===== config.mk =====
export PLATFORM = sky130hd
export DESIGN_NAME = reg_file_dump
export DESIGN_NICKNAME = d
export VERILOG_FILES = /design/src/rtl/reg_file_dump.sv
export SDC_FILE = /design/constraint.sdc
export NUM_CORES = 1
export LEC_CHECK = 0
export ABC_AREA = 1
export CAP_MARGIN = 15
export CORE_ASPECT_RATIO = 1.5
export CORE_UTILIZATION = 44
export CTS_CLUSTER_DIAMETER = 200
export CTS_CLUSTER_SIZE = 28
export DETAILED_ROUTE_END_ITERATION = 12
export PLACE_DENSITY = 0.91
export SYNTH_ARGS = -nofsm -noshare
export SYNTH_HDL_FRONTEND = slang
export SYNTH_SLANG_ARGS = --single-unit

===== constraint.sdc =====
create_clock -name CLK -period 2.1 [get_ports CLK]
set_input_delay 0.63 -clock CLK [delete_from_list [all_inputs] [get_ports CLK]]
set_output_delay 0.63 -clock CLK [all_outputs]
set_load 0.02 [all_outputs]

===== src/rtl/reg_file_dump.sv =====
// reg_file_dump: streams registers 0..31 out over a valid/ready port, reading one word per beat.
// Define DUMP_CHECKSUM_EN to append a 33rd beat carrying the XOR of all captured words.
module reg_file_dump (
  input  logic        CLK,
  input  logic        RST,
  input  logic        start,
  output logic [4:0]  A_out,
  input  logic [31:0] RD_in,
  output logic        dump_valid,
  input  logic        dump_ready,
  output logic [4:0]  dump_addr,
  output logic [31:0] dump_data,
  output logic        dump_last,
  output logic        dump_sum,
  output logic        busy,
  output logic        done
);
`ifdef DUMP_CHECKSUM_EN
  typedef enum logic [2:0] {IDLE, READ, SEND, SUM, DONE} state_t;
  localparam state_t AFTER_LAST = SUM;
`else
  typedef enum logic [2:0] {IDLE, READ, SEND, DONE} state_t;
  localparam state_t AFTER_LAST = DONE;
`endif
  state_t state, nxt;
  logic [4:0] idx, a_hold;
`ifdef DUMP_CHECKSUM_EN
  logic [31:0] sum;
  assign dump_valid = state == SEND || state == SUM;
`else
  assign dump_valid = state == SEND;
  assign dump_sum = 1'b0;
`endif
  assign A_out = state == READ ? idx : a_hold;
  assign busy = state != IDLE;
  assign done = state == DONE;
  always_comb begin
    nxt = state;
    case (state)
      IDLE: nxt = start ? READ : IDLE;
      READ: nxt = SEND;
      SEND: nxt = !dump_ready ? SEND : idx != 5'd31 ? READ : AFTER_LAST;
`ifdef DUMP_CHECKSUM_EN
      SUM: nxt = dump_ready ? DONE : SUM;
`endif
      DONE: nxt = IDLE;
      default: nxt = IDLE;
    endcase
  end
  always_ff @(posedge CLK) begin
    if (RST) begin
      state <= IDLE;
      idx <= '0;
      a_hold <= '0;
      dump_addr <= '0;
      dump_data <= '0;
      dump_last <= 1'b0;
`ifdef DUMP_CHECKSUM_EN
      sum <= '0;
      dump_sum <= 1'b0;
`endif
    end else begin
      state <= nxt;
      if (state == IDLE && start) begin
        idx <= '0;
`ifdef DUMP_CHECKSUM_EN
        sum <= '0;
`endif
      end
      if (state == READ) begin
        a_hold <= idx;
        dump_addr <= idx;
        dump_data <= RD_in;
`ifdef DUMP_CHECKSUM_EN
        dump_last <= 1'b0;
        dump_sum <= 1'b0;
        sum <= sum ^ RD_in;
`else
        dump_last <= idx == 5'd31;
`endif
      end
      if (state == SEND && dump_ready) begin
        if (idx != 5'd31) idx <= idx + 5'd1;
`ifdef DUMP_CHECKSUM_EN
        else begin
          // sum already includes word 31, captured in the preceding READ
          dump_addr <= 5'h1F;
          dump_data <= sum;
          dump_last <= 1'b1;
          dump_sum <= 1'b1;
        end
`endif
      end
    end
  end
endmodule


Word level (Yosys, flattened, before mapping):

Index checks and enable logic that the tools add are counted.
Widths: inputs -> output; s select.

* bits in registers: 51
* input bits: 36
* output and inout bits: 47
* logic and storage cells: 24

* add/sub/neg operators: 1
* equal/unequal tests: 5
* mux-type cells: 8
* reductions and logical operators: 4

Operators by type and width (number)
* $mux 5: 4
* $eq 3x2->1 const B: 2
* $pmux 2 s3: 1
* $add 5x1->5 const B: 1
* $eq 5x5->1 const B: 1
* $ne 5x5->1 const B: 1
* $mux 2: 2
* $eq 3x1->1 const B: 1
* $logic_not 3->1: 1
* $reduce_bool 3->1: 1
* $logic_and 1x1->1: 2
* $mux 1: 1

Depth between registers and ports, before layout:

Gate-level depths: netlist (run 1).

* word-level depth: 5
* gate-level depth with buffers: 9
* depth with buffers taken out: 9

Worst setup path before layout (run 1):

No wires, ideal clock.

* path type: reg2out
* start: reg state[0]
* end: out A_out[2]
* arrival time: 0.945 ns
* required time: 1.470 ns
* slack: 0.525 ns
* cell stages (with the launch flop): 6
* path buffers: 1
* cells stage by stage: dfxtp_1 -> nand2_2 -> inv_2 -> buf_6 -> nand2_1 -> nand2_1

* longest elaborated chain between the ends: 2

RTL lines
* from (decl): RTL line 25 `state_t state, nxt;`
* from (signal assigned): RTL line 63 `state <= nxt;`
* $eq 3x1->1: RTL line 34 `assign A_out = state == READ ? idx : a_hold;`
* $mux 5
* to (decl): RTL line 7 `output logic [4:0] A_out,`

Every way passes these cells.

Worst setup path after layout (run 1):

* start: reg state[0]
* end: out busy

* longest elaborated chain between the ends: 1

RTL lines
* $reduce_bool 3->1: RTL line 35 `assign busy = state != IDLE;`
* to (decl): RTL line 15 `output logic busy,`

Every way passes these cells.

==> flow_results.org, run 1 <==
** Power
- The share of total power dissipated in combinational logic is a little over a fifth.
- The share of total power dissipated in the clock network is 27.5%.
- Leakage power of the design :: roughly 1.2 nW
- Total internal power :: between 1 and 1.5 mW
- IR analysis of the VDD net gives a maximum drop of between 0.0005 and 0.0006 V.
- Power spent charging and discharging nets :: between 0.5 and 0.6 mW
- Of the total power, registers draw approximately half.
- Power comes to just over 2 mW.
- In this run switching power makes up between 20 and 30% of total power.
- Power Dens Cells :: ~700 mW/mm^2

** Synthesis
- Netlist cell types :: 19
- Post-synthesis cell type with the largest combined area :: dfxtp_1
- Portion of the post-synthesis area used by sequential elements :: 53.66%
- The synthesized design contains 50 register bits.
- Fraction of synthesized cell area taken by the top area cell type :: 53.66%
- During synthesis, Yosys emitted a total of 0 warnings.
- Ranked by total cell area, the synthesized netlist is headed by dfxtp_1, nor2_1, o21ai_0.
- Counting every instance in the synthesized netlist gives ~240.
- Mapped Area :: ~0.0019 sq mm
- Post-Synthesis Net Count :: 281
- Averaged over all synthesized cells, the footprint is approximately 7.7 sq um.

** Cells and area
- Relative to the synthesized area, the layout overhead comes to 53.66%.
- In the final layout, the share of cells above drive strength 1 is 8.511%.
- Diodes inserted :: 0
- Final core utilization :: about 72%
- After routing the design area is 0.002867 sq mm.
- The final layout contains ~370 nets.

** Worst setup path
- Together, buffers and inverters on the worst path number 3.
- Required time of the critical path :: about 1.5 ns
- Data arrival time of the critical path :: between 1 and 1.5 ns
- The worst setup path is launched from a flop.
- CP startpoint :: state[0]
- For the worst flop-to-flop path, the logic depth is 8.
- CP cell instances :: buf_4 > nor2_1 > inv_1 > dlygate4sd2_1
- Slowest stage cell, crit path :: dfxtp_1
- In this run the critical register-to-register path is captured at idx[1].
- The critical path is of the reg2out type.
- In this run the register-to-register setup slack is about 0.42 ns.
- CP max stage delay :: approximately 0.35 ns
- Along the worst path, the maximum fanout reaches 3.
- Worst reg2reg startpoint :: idx[0]
- STA classifies the critical path endpoint as an output pin.
- On the critical path the largest part of the delay comes from buffers and inverters.

** Clock network
- The tree is rooted in a clkbuf_8.
- In this run, CTS created clock tree buffers numbering 5.
- The clock passes through at most 2 buffers.
- Clock latency reported for the late side of the worst-skew pair :: roughly 0.29 ns
- The clock net in this run drives a total of 50 sinks.
- H-tree Lvls :: 2
- TritonCTS built the clock tree.
- Clock-pin slew was measured on the worst setup and hold paths at ~0.08 ns.
- Post-cts hold buffer count :: 0

** Hold path
- Start point of the worst min-delay path :: dump_addr[3]
- Worst hold endpoint :: dump_addr[3]
- Type of the most critical hold path :: reg2reg
- The worst hold path was traced through 2 stages.

** Routing
- The highest metal layer carrying signal wires in the routed design is met4.
- Iter 0 DRT Violations :: 54
- Pre-Repair DR Iteration Count :: 4
- For this block, the via count after detailed routing is 1888.
- Total wire length after detailed routing :: roughly 4800 um
- After detailed routing, the wire length on met1 is roughly 1800 um.
- After detailed routing, the number of vias per cell comes to about 5.
- Met3 WL post-DR :: roughly 350 um
- Routed length on met2 :: between 2000 and 3000 um
- Once detail routing completed, the nets flagged for antenna violations numbered 0.
- In the routed design, unresolved DRC markers number 0.
- Routed length per placed instance :: approximately 13 um

** Global routing
- Antenna violations before repair :: 0
- The number of global-route vias before repair came to 1667.
- For this run, the total global-route usage over all layers was measured as ~22%.
- Final global-route overflow total :: 0
- Global-route wire length before repair :: 7307 um
- Maximum number of pins on one net before global-route repair :: 30

** Status
- Result of the run :: finished, final reports clean

** Timing
- The final hold violation count was 0.
- The clock arrives with between 0.006 and 0.007 ns of skew.
- Setup violations remaining at the end of the flow were counted as 0.
- The final-report max-slew violation count is 0.
- Shortest period the worst path allows :: between 2 and 2.5 ns
- The worst path uses between 90% and 100% of the clock period.
- Accumulated negative setup slack :: 0 ns
- Peak Freq :: ~490 MHz

** Placed design
- Routability cong. :: around 0.81
- After legalization and detailed placement, the total HPWL measured about 3300 um.
- Cell area after placement :: roughly 0.0027 sq mm
- In this run the tool buffered the top-level ports with 81 buffer cells.

** Die
- Placeable core area :: 0.003994 sq mm
- The floorplan step set the die height to between 80 and 90 um.
- Site row count :: 28
- The floorplan step defined a die boundary enclosing roughly 0.0045 sq mm.
- Starting utilization of the core area :: between 40% and 50%
- Measured along the x axis, the die boundary spans ~55 um.
- Ports placed on the boundary :: 83

** Run
- The tool flagged a number of max-cap violations equal to 0.
==> cell type report <==
| class | instances | area, sq um |
|---|---|---|
| Clock buffer | 7 | 86.33 |
| Inverter | 9 | 36.28 |
| Clock inverter | 1 | 5.005 |
| Multi-Input combinational cell | 171 | 763.2 |
| Fill cell | 329 | 1127 |
| Tap cell | 45 | 56.30 |
| Timing Repair Buffer | 91 | 918.4 |
| Sequential cell | 50 | 1001 |
==> cells in the mapped netlist (all sizes together) <==
library cell  count
nor2             74
dfxtp            50
nand2            36
o21ai            35
a21oi            16
inv               9
buf               8
clkbuf            5
nand3             4
ha                2
nor3b             2
conb              1
nand4             1
==> worst max-delay path by stage <==
stage / to / depth (start not counted)
2_1_floorplan: A_out[2] / 5
3_3_place_gp: A_out[0] / 6
3_5_place_dp: A_out[2] / 6
4_1_cts: A_out[2] / 6
5_1_grt: A_out[1] / 6
6_report: busy / 4
==> tightest hold or removal path: stages (launching register included) <==
cell and delay (ns):
dfxtp_1 0.32, nand2_1 0.06, a21oi_1 0.06
==> logic make-up (layout without fill, tap and decap cells) <==
kind of cell,Yosys count,in the layout,synth area share (%)
AOI/OAI and AO/OA,51,51,13.68
adders and majority gates,2,2,1.341
buffers and inverters,22,108,5.701
DFF,50,50,53.66
other,1,1,0.2010
and+or+nand+nor,117,117,25.42
==> through the flow <==
stage	hold slack [ns]	cells	setup WS (ns)
finish	0.4760	374	0.06924
global route	0.4983	374	-0.002683
CTS	0.4791	372	0.01857
detailed placement	0.4664	364	-0.004625
global placement	0.4540	364	0.04791
floorplan	0.4459	243	0.5247
==> layout by cell type, fill, tap and decap left out, types with 2 or more instances in the layout <==
cell and instances:
inv_1 7, ha_1 2, o21ai_0 35, clkbuf_8 6
nand3_1 4, clkdlybuf4s15_2 5, nor2_1 73, nand2_1 35
buf_4 8, a21oi_1 16, dlygate4sd2_1 3, dfxtp_1 50
clkdlybuf4s50_1 73, nor3b_2 2
==> power groups by stage <==
stage,clock network (mW),registers (mW),logic [mW]
after floorplan,0,1.13,0.146
after global placement,0,1.06,0.426
after detailed placement,0,1.06,0.433
after CTS,0.575,1.04,0.432
after global routing,0.617,1.05,0.484
final,0.561,1.04,0.444
==> sequential cells by signal, summed over array words and instances (netlist names) <==
signal,cells
state,2
dump_data,32
a_hold,5
idx,5
dump_addr,5
dump_last,1
==> metal layers <==
layer	up-vias	GRT usage, %
li1	943	-
met1	858	24.48
met2	77	39.28
met3	10	6.481
met4	0	8.000
met5	-	0
==> repair_timing <==
| item | 4_1_cts | 5_1_grt |
|---|---|---|
| cloned | 0 | 1 |
| endpoints found under the setup margin | 8 | 5 |
| pin swaps | 0 | 1 |
| resized for setup | 18 | 3 |
| setup buffers | 0 | 1 |
No activity file was read; power rests on OpenSTA's default activity.
==> run 2: changes to the inputs <==
Settings changed: CELL_PAD_IN_SITES_DETAIL_PLACEMENT set to 2, CELL_PAD_IN_SITES_GLOBAL_PLACEMENT set to 2, CORE_UTILIZATION 44 to 23, PLACE_DENSITY 0.91 to 0.89.
==> flow_results.org, run 2 (synthesis results as in run 1) <==
** Routing
- Number of nets with antenna violations after detailed routing :: 0 (unchanged)
- The first-iteration detailed-routing DRC count came to 69 (was 54).
- Number of vias per cell :: 4.383 (was 5.048)
- Number of remaining DRC errors :: 0 (unchanged)
- The number of vias in the routed layout is 1898 (was 1888).
- The total wire length is 5915 um (was 4793 um).
- The post-detailed-route wirelength per cell was 13.66 um (was 12.82 um).
- Pre-Repair DR Iteration Count :: 4 (unchanged)

** Hold path
- The kind of path behind the tightest hold check is reg2reg (unchanged).

** Placed design
- HPWL after detailed placement :: 4620 um (was 3344 um)
- Cell area after placement :: 0.002834 sq mm (was 0.002733 sq mm)
- Routability cong. :: 0.7399 (was 0.8073)
- The number of I/O port buffers is 81 (unchanged).

** Clock network
- The insertion delay of the later-clocked pin in the worst-skew pair came to 0.29 ns (about the same).
- Max clock buf depth :: 2 (unchanged)
- The number of post-CTS setup repair buffers came to 0 (unchanged).
- Clk Tree Root Cell :: clkbuf_16 (was clkbuf_8)
- Worst-path clk slew :: 0.07 ns (was 0.08 ns)
- H-tree Lvls :: 2 (unchanged)
- The number of buffers created by CTS is 5 (unchanged).
- The number of clock sinks was 50 (unchanged).
- The clock tree from TritonCTS was yes (unchanged).

** Cells and area
- The area of all placed cells without fillers was 0.002969 sq mm (was 0.002867 sq mm).
- The count of fill cells added during filler insertion was 889 (was 329).
- Area growth syn-to-layout :: 59.16% (was 53.66%)
- Register name with the most flops :: dump_data (unchanged)
- The layout cell share with drive strength beyond 1 is 9.063% (was 8.511%).
- Final net count :: 368 (was 366)
- Top library cells by usage in the layout, fill and taps aside: clkdlybuf4s50_1, nor2_1, dfxtp_1, nand2_1, o21ai_0 (was nor2_1, clkdlybuf4s50_1, dfxtp_1, nand2_1, o21ai_0).
- Diodes inserted :: 0 (unchanged)
- Number of flip-flops under the largest register name :: 32 (unchanged)
- Leaving out fill and tap cells, the most frequent cell in the layout is clkdlybuf4s50_1.

** Timing
- Peak Freq :: 505.3 MHz (was 492.4 MHz)
- Accumulated negative setup slack :: 0 ns (unchanged)
- Post-Route Skew :: 0.003693 ns (was 0.006755 ns)
- The time the final worst path needs with I/O delays and setup came to 1.979 ns (was 2.031 ns).
- The final-report max-slew violation count was 0 (unchanged).
- Setup repair after global routing left no endpoint under its margin.
- The part of the cycle the worst path needs is 94.25% (was 96.70%).
- Final Hold Fails :: 0 (unchanged)
- Setup-violating endpoint count in the final report :: 0 (unchanged)

** Power
- Maximum VDD drop :: 0.0003940 V (was 0.0005557 V)
- Combinational fraction of design power :: 19.4% (was 21.7%)
- The leakage power is 1.204 nW (was 1.174 nW).
- Switching fraction of total power :: 26.11% (was 26.81%)
- Power spent charging and discharging nets :: 0.6008 mW (was 0.5479 mW)
- Power Dens Cells :: 775.0 mW/mm^2 (was 712.9 mW/mm^2)
- The share of power burned in registers was 45.2% (was 50.8%).
- Clock network fraction of total power :: 35.3% (was 27.5%)
- The internal portion of total power was 1.700 mW (was 1.496 mW).

** Worst setup path
- Register-to-register path setup slack :: 0.39 ns (was 0.42 ns)
- The element type at the critical path start was a flop (unchanged).
- Largest fanout on the critical path :: 9 (was 3)
- The worst path required time is 1.47 ns (about the same).
- The kind of end point of the critical path is an output pin (unchanged).
- Data arrival time of the critical path :: 1.35 ns (was 1.40 ns)
- Setup Crit Path Kind :: reg2out (unchanged)

** Die
- The vertical die dimension came to 112.3 um (was 81.75 um).
- Width of the die :: 75.54 um (was 55.17 um)
- Site row count :: 39 (was 28)
- The placeable core region is 0.007759 sq mm (was 0.003994 sq mm).
- Ports placed on the boundary :: 83 (unchanged)
- The initial core utilization was 24.04% (was 46.71%).
- The area of the die came to 0.008483 sq mm (was 0.004510 sq mm).

** Status
- Result of the run: finished, final reports clean (unchanged).

** Global routing
- Global-route wire length before repair :: 9549 um (was 7307 um)
- The maximum number of pins on one net before global-route repair was 32 (was 30).
- The initial antenna violation count was 0 (unchanged).
- Via count of the first global-routing pass :: 2034 (was 1667)
- Final global-route overflow total :: 0 (unchanged)
- Total routing resource utilization after global routing :: 14.91% (was 22.35%)

** Run
- The max capacitance violation total came to 0 (unchanged).
==> run 2: changes by cell type in the layout (fill, tap and decap cells not counted), sizes merged <==
cell,change
clkbuf,+1
buf,+5
clkdlybuf4s15,-4
==> run 2: stage by stage <==
stage	utilization [%]	instances	hold slack, ns	worst slack (ns)	power (mW)
finish	38.27	433	0.4728	0.1208	2.301
global route	38.27	433	0.5018	0.02200	2.433
CTS	38.46	433	0.4750	0.005243	2.354
detailed placement	36.53	425	0.4647	0.008739	1.519
global placement	36.53	425	0.4577	0.06408	1.500
floorplan	-	243	0.4459	0.5247	1.273
==> run 2: final timing paths <==
path                 from           end  cells past startpoint
max reg2reg        idx[0]        idx[1]                      8
min reg2reg  dump_addr[3]  dump_addr[3]                      2
min          dump_addr[3]  dump_addr[3]                      2
max              state[1]      A_out[4]                      6
==> run 2: repair_timing <==
action / in CTS / in global routing
resized for setup: 17 / 6
hold buffers: 0 / 0
setup endpoints to repair: 8 / 5
==> run 2: layout make-up <==
cell class	count	area [sq um]	share of cell area [%]
sequential	50	1001	33.71
timing repair buffer	93	890.9	30.00
multi-input combinational	171	765.7	25.79
clock buffer	7	142.6	4.804
tap	102	127.6	4.298
inverter	9	36.28	1.222
clock inverter	1	5.005	0.1686
==> run 2: per-layer routing <==
| metal | global-route usage [%] | wire length, um | up-vias |
|---|---|---|---|
| met5 | 0 | 0 | - |
| met4 | 4.444 | 68 | 0 |
| met3 | 4.039 | 329 | 5 |
| met2 | 27.50 | 3147 | 50 |
| met1 | 15.86 | 2370 | 895 |
| li1 | - | - | 948 |
==> run 2: power by group through the flow <==
stage	logic (mW)	clock network, mW	registers, mW
global route	0.488	0.896	1.05
floorplan	0.146	0	1.13
CTS	0.456	0.857	1.04
global placement	0.441	0	1.06
finish	0.447	0.813	1.04
detailed placement	0.456	0	1.06
==> run 2: worst max-delay path, cell delays in order (launching register included) <==
cell and delay (ns):
dfxtp_1 0.31, inv_1 0.11, nand2_4 0.09, inv_4 0.11
nand2_1 0.10, nand2_1 0.08, clkdlybuf4s15_2 0.27
==> run 3: changes to the inputs <==
Settings changed: CAP_MARGIN 15 to 0, CTS_CLUSTER_SIZE 28 to 8.
==> results of run 3 <==
No change in the layout: final DEF, timing and power equal those of run 2.
